**config.mk**
```make
export PLATFORM = sky130hd
export DESIGN_NAME = data_mem_ctrl
export DESIGN_NICKNAME = d
export VERILOG_FILES = /design/src/rtl/data_mem_ctrl.sv
export SDC_FILE = /design/constraint.sdc
export NUM_CORES = 1
export LEC_CHECK = 0
export BUFFER_PORTS_ARGS = -buffer_cell sky130_fd_sc_hd__buf_2
export CORE_MARGIN = 2
export CORE_UTILIZATION = 47
export DETAILED_ROUTE_END_ITERATION = 16
export GPL_TIMING_DRIVEN = 0
export PLACE_DENSITY = 0.83
export SETUP_SLACK_MARGIN = 0.3
export SYNTH_ARGS = -nofsm -noshare
export SYNTH_HDL_FRONTEND = slang
export SYNTH_SLANG_ARGS = --single-unit
```
**constraint.sdc**
```tcl
create_clock -name clka -period 1.9 [get_ports clka]
set_clock_uncertainty 0.05 [all_clocks]
set_input_delay 0.285 -clock clka [delete_from_list [all_inputs] [get_ports clka]]
set_output_delay 0.285 -clock clka [all_outputs]
set_load 0.05 [all_outputs]
```
**src/rtl/data_mem_ctrl.sv**
```systemverilog
// data_mem_ctrl: req/resp data-memory controller between the core and data_ram with byte/half/word
// access, sign/zero extension and misalignment trapping. Define DATA_MEM_STAT_EN for access counters.
module data_mem_ctrl #(
  parameter int ADDR_W  = 32,
  parameter int RAM_LAT = 1
) (
  input  logic              clka,
  input  logic              rst,
  input  logic              req_valid,
  input  logic              req_we,
  input  logic [1:0]        req_size,
  input  logic              req_unsigned,
  input  logic [ADDR_W-1:0] req_addr,
  input  logic [31:0]       req_wdata,
  output logic              req_ready,
  output logic              resp_valid,
  output logic [31:0]       resp_rdata,
  output logic              addr_err,
  output logic              stall,
  output logic              ram_en,
  output logic [3:0]        ram_wea,
  output logic [ADDR_W-1:0] ram_addr,
  output logic [31:0]       ram_din,
  input  logic [31:0]       ram_dout,
  output logic [15:0]       stat_loads,
  output logic [15:0]       stat_stores,
  output logic [15:0]       stat_errs
);

  localparam int CNT_W = $clog2(RAM_LAT + 1);

  typedef enum logic [1:0] {S_IDLE, S_ACCESS, S_WAIT, S_ERR} state_t;

  state_t           state, state_nxt;
  logic [CNT_W-1:0] cnt;
  logic             lat_we, lat_uns;
  logic [1:0]       lat_size, lat_lane;
  logic [3:0]       lat_wea;
  logic             accept, misaligned, load_done, store_done;
  logic [3:0]       wea_nxt;
  logic [31:0]      din_nxt, load_data;
  logic [7:0]       ld_byte;
  logic [15:0]      ld_half;

  assign accept     = (state == S_IDLE) && req_valid;
  assign misaligned = ((req_size == 2'd1) && req_addr[0]) ||
                      (req_size[1] && (req_addr[1:0] != 2'b00));
  assign load_done  = (state == S_WAIT) && (cnt == '0);
  assign store_done = (state == S_ACCESS) && lat_we;

  // NOTE: every always_comb output gets a default first so no path can leave it unassigned (no latch).
  always_comb begin
    wea_nxt = 4'hF;
    din_nxt = req_wdata;
    case (req_size)
      2'd0: begin
        wea_nxt = 4'b0001 << req_addr[1:0];
        din_nxt = {4{req_wdata[7:0]}};
      end
      2'd1: begin
        wea_nxt = 4'b0011 << {req_addr[1], 1'b0};
        din_nxt = {2{req_wdata[15:0]}};
      end
      default: ;
    endcase
  end

  // Lane pick and extension of the word returned by the RAM.
  always_comb begin
    case (lat_lane)
      2'd0:    ld_byte = ram_dout[7:0];
      2'd1:    ld_byte = ram_dout[15:8];
      2'd2:    ld_byte = ram_dout[23:16];
      default: ld_byte = ram_dout[31:24];
    endcase
    ld_half = lat_lane[1] ? ram_dout[31:16] : ram_dout[15:0];
    case (lat_size)
      2'd0:    load_data = {{24{~lat_uns & ld_byte[7]}}, ld_byte};
      2'd1:    load_data = {{16{~lat_uns & ld_half[15]}}, ld_half};
      default: load_data = ram_dout;
    endcase
  end

  always_comb begin
    state_nxt = state;
    case (state)
      S_IDLE:   if (req_valid) state_nxt = misaligned ? S_ERR : S_ACCESS;
      S_ACCESS: state_nxt = lat_we ? S_IDLE : S_WAIT;
      S_WAIT:   if (cnt == '0) state_nxt = S_IDLE;
      default:  state_nxt = S_IDLE;
    endcase
  end

  // The final WAIT cycle only samples ram_dout, so the enable drops there.
  assign ram_en    = (state == S_ACCESS) || ((state == S_WAIT) && (cnt != '0));
  assign ram_wea   = store_done ? lat_wea : 4'b0000;
  assign req_ready = (state == S_IDLE);
  assign stall     = req_valid & ~resp_valid;

  always_ff @(posedge clka or negedge rst) begin
    if (!rst) begin
      state      <= S_IDLE;
      cnt        <= '0;
      lat_we     <= 1'b0;
      lat_uns    <= 1'b0;
      lat_size   <= 2'd0;
      lat_lane   <= 2'd0;
      lat_wea    <= 4'b0000;
      ram_addr   <= '0;
      ram_din    <= '0;
      resp_valid <= 1'b0;
      addr_err   <= 1'b0;
      resp_rdata <= '0;
    end else begin
      // NOTE: sequential state uses non-blocking assignments so every register samples pre-edge values.
      state      <= state_nxt;
      resp_valid <= store_done || load_done || (state == S_ERR);
      addr_err   <= (state == S_ERR);
      if (accept) begin
        lat_we   <= req_we;
        lat_uns  <= req_unsigned;
        lat_size <= req_size;
        lat_lane <= req_addr[1:0];
        lat_wea  <= wea_nxt;
        ram_addr <= {req_addr[ADDR_W-1:2], 2'b00};
        ram_din  <= din_nxt;
      end
      if (state == S_ACCESS)
        cnt <= CNT_W'(RAM_LAT - 1);
      else if ((state == S_WAIT) && (cnt != '0))
        cnt <= cnt - CNT_W'(1);
      if (load_done)
        resp_rdata <= load_data;
      else if (store_done || (state == S_ERR))
        resp_rdata <= '0;
    end
  end

`ifdef DATA_MEM_STAT_EN
  logic [15:0] loads_q, stores_q, errs_q;

  always_ff @(posedge clka or negedge rst) begin
    if (!rst) begin
      loads_q  <= '0;
      stores_q <= '0;
      errs_q   <= '0;
    end else begin
      if (load_done && (loads_q != 16'hFFFF))
        loads_q <= loads_q + 16'd1;
      if (store_done && (stores_q != 16'hFFFF))
        stores_q <= stores_q + 16'd1;
      if ((state == S_ERR) && (errs_q != 16'hFFFF))
        errs_q <= errs_q + 16'd1;
    end
  end

  assign stat_loads  = loads_q;
  assign stat_stores = stores_q;
  assign stat_errs   = errs_q;
`else
  assign stat_loads  = 16'h0000;
  assign stat_stores = 16'h0000;
  assign stat_errs   = 16'h0000;
`endif

endmodule

```
==> out/qor_table.md <==
| Parameter | Value | Unit |
|---|---|---|
| Area post-placement | 0.00684 | mm2 |
| Wl on met1 | 6200 | um |
| Clock period minus final worst setup slack | 1.75 | ns |
| Chip height | 111 | um |
| Top layer used by detailed routing | met4 | - |
| Power Density | 1870 | mW/mm2 |
| TritonCTS Buffers | 9 | - |
| Portion of synthesized cell area occupied by the leading cell type | 50.5 | % |
| Endpoint class of the critical path | flop | - |
| Initial standard-cell utilization of the core | 47.7 | % |
| Post-synthesis area per instance | 9.32 | um2 |
| Routed length per placed instance | 15.2 | um |
| Final number of max-transition violations | 0 | - |
| Global-route wire length before repair | 24400 | um |
| Global-route usage over all layers | 24.5 | % |
| Worst-Margin Slew | 0.742 | ns |
| Final critical-path share of the clock period | 92.1 | % |
| Width of the die | 111 | um |
| Worst EP required | 2.13 | ns |
| Sequential Area | 0.00273 | mm2 |
| Drc violations | 0 | - |
| Worst-path fanout max | 6 | - |
| Max_slew headroom | 50.5 | % |
| Part of the Yosys area used for sequential elements | 50.5 | % |
| Netlist Area Pre-Place | 0.00540 | mm2 |
| Per-cell via count in the routed design | 4.90 | - |
| Layout overhead on the synthesized area | 39.8 | % |
| PnR worst setup slack | 0.151 | ns |
| Run status | finished, final reports clean | - |
| Top-level I/O count | 256 | - |
| # rows | 39 | - |
| Footprint of the multi-input gates | 0.00238 | mm2 |
| Number of global-route vias before repair | 4889 | - |
| First-pass iteration count of the detailed router | 5 | - |
| CTS tree | built | - |
| Main area contributors after synthesis | dfrtp_1, nand2_1, buf_4 | - |
| Pin count of the biggest net entering global routing | 57 | - |
| Async set-or-reset flop fraction in the synthesized netlist | 100 | % |
| Source-to-sink clock delay at the later pin of the worst-skew pair | 0.34 | ns |
| Worst Hold Class | in -> reg | - |
| Antenna violations before repair | 0 | - |
| First-iteration detailed-routing DRC count | 355 | - |
| WS Path Type | reg -> reg | - |
| Most frequently used flop master after synthesis | dfrtp_1 | - |
| Diode insertion count for antenna repair | 0 | - |
| Pre-CTS worst setup slack | 0.0341 | ns |
| Length of routed met2 wiring | 7770 | um |
| Register bit count reported by yosys | 109 | - |
| WL final | 15400 | um |
| Leading area contributor after synthesis | dfrtp_1 | - |
| Total number of vias | 4967 | - |
| Final setup viols | 0 | - |
| Clock root buffer | clkbuf_16 | - |
| Clock-pin transition on the worst setup and hold timing paths | 0.07 | ns |
| Port Buf Inserts | 204 | - |
| Cells after Synth | 580 | - |
| Pleak | 0.00421 | uW |
| Number of max-cap violations | 0 | - |
| Final Instance Area | 0.00756 | mm2 |
| Fraction of final layout cells sized beyond drive strength 1 | 41.9 | % |
| Wire length on met3 | 1250 | um |
| Count of flip-flops with a built-in enable after synthesis | 0 | - |
| Htree depth | 3 | - |
| Number of distinct library cells after synthesis | 35 | - |
| Number of nets at the end of the flow | 969 | - |
| Total power draw | 14100 | uW |
| CTS sink cnt | 109 | - |
| Number of warnings printed during yosys synthesis | 0 | - |
| Max frequency | 0.572 | GHz |
| Gr ovfl total | 0 | - |
| Buffer depth of the longest clock path | 2 | - |
| Critical Path Start Type | flop | - |
| Worst-case vdd ir drop | 1170 | uV |
| Floorplan die area | 0.0124 | mm2 |
| Antenna violation net count after detailed routing | 0 | - |
| Core Region | 0.0113 | mm2 |
| Half-perimeter wire length after placement | 11200 | um |
| RSZ-0062 raised after global routing | yes | - |
| Final GP Congestion | 0.839 | - |
| Number of hold violations in the final report | 0 | - |
| Fill cell count | 921 | - |
| Crit path DAT | 1.98 | ns |
-- path summary, 6_finish.rpt --
check                                         start                    endpoint  slack (ns)  cells past startpoint
min in group asynchronous                       rst   resp_rdata[3]$_DFFE_PN0P_        0.50                      2
hold reg to reg            ram_addr[11]$_DFFE_PN0P_    ram_addr[11]$_DFFE_PN0P_        0.42                      2
setup reg to reg               state[0]$_DFFE_PN0P_  resp_rdata[23]$_DFFE_PN0P_        0.15                      6
hold / removal                         req_addr[16]    ram_addr[16]$_DFFE_PN0P_        0.08                      3
max in group asynchronous                       rst     lat_lane[1]$_DFFE_PN0P_        0.58                      3
setup / recovery               state[0]$_DFFE_PN0P_  resp_rdata[23]$_DFFE_PN0P_        0.15                      6
-- state kept, by name, summed over array words and instances (netlist names) --
register and count:
ram_din 32, resp_rdata 32, ram_addr 30, lat_wea 4, lat_lane 2, lat_size 2, state 2, addr_err 1
cnt 1, lat_uns 1, lat_we 1, resp_valid 1
-- metrics by stage --
step / hold WS [ns] / setup TNS (ns) / utilization, % / instances
2_1_floorplan: -0.0606 / 0 / - / 629
3_3_place_gp: 0.402 / -83.95 / 60.1 / 976
3_5_place_dp: 0.337 / 0 / 60.4 / 977
4_1_cts: 0.0693 / 0 / 65.2 / 1005
5_1_grt: 0.0824 / 0 / 66.8 / 1014
6_report: 0.0816 / 0 / 66.8 / 1014
-- final cells by class --
| cell class | count | area share (%) |
|---|---|---|
| repair buffers | 226 | 16.9 |
| plain buffers | 85 | 8.49 |
| inverters | 8 | 0.464 |
| multi-input cells | 427 | 31.5 |
| flip-flops and latches | 109 | 36.2 |
| well taps | 143 | 2.37 |
| clock buffers | 11 | 3.34 |
| clock inverters | 5 | 0.778 |
-- report_power, final --
part           switching (uW)  leakage (uW)  total [uW]  internal, uW
logic                    5900       0.00270        8190          2280
registers                 620       0.00136        3990          3370
clock network             859      0.000148        1950          1100
total                    7380       0.00421       14100          6750
-- cells in the mapped netlist (3+ instances only) --
| library cell | n |
|---|---|
| and2_1 | 14 |
| o21ai_0 | 54 |
| nor3_1 | 3 |
| clkbuf_1 | 15 |
| a21o_1 | 8 |
| buf_1 | 4 |
| inv_1 | 6 |
| buf_6 | 3 |
| nand2b_1 | 10 |
| nor2b_1 | 3 |
| nor2_1 | 16 |
| nand2_1 | 170 |
| mux2_2 | 9 |
| a221o_1 | 16 |
| a21oi_1 | 22 |
| dfrtp_1 | 109 |
| mux2i_1 | 32 |
| buf_2 | 10 |
| buf_4 | 52 |
| a31oi_1 | 5 |
-- routing by layer --
metal  up-vias  GRT usage (%)
met4         0           7.41
li1       2396              -
met2       208           42.1
met3        15           5.58
met5         -              0
met1      2348           30.8
-- worst max-delay path: stages (launching register included) --
cell and delay, ns:
dfrtp_2 0.45, buf_4 0.16, nor3b_4 0.35, nand2_2 0.12, a31oi_4 0.27, buf_6 0.17
a221o_1 0.12
-- cells by family (layout without fill, tap and decap cells) --
family	Yosys count	after routing	share of synthesized area (%)
compound gates	111	111	13.0
simple gates	224	224	17.6
mux	42	42	8.08
other cells	1	50	0.0694
buf+inv	93	335	10.7
flops	109	109	50.5
-- layout by cell type, fill, tap and decap left out, types with 7 or more instances in the layout --
master / instances
a21oi_2: 7
mux2i_1: 32
buf_2: 206
dfrtp_1: 105
buf_4: 69
nor2_1: 15
nand2_1: 169
o21ai_0: 51
nand2b_1: 10
a21o_1: 8
a21oi_1: 14
a221o_1: 16
mux2_2: 8
clkbuf_16: 9
buf_6: 19
and2_1: 9
conb_1: 50
-- what timing repair did --
| item | 4_1_cts | 5_1_grt |
|---|---|---|
| hold buffers | 1 | 0 |
| gates cloned | 0 | 2 |
| endpoints found under the setup margin | 104 | 107 |
| hold endpoints to repair | 53 | 0 |
| buffers inserted | 11 | 7 |
| pin swaps | 6 | 9 |
| gates resized for setup | 52 | 50 |
Note: power is estimated with default switching activity, not from simulation.
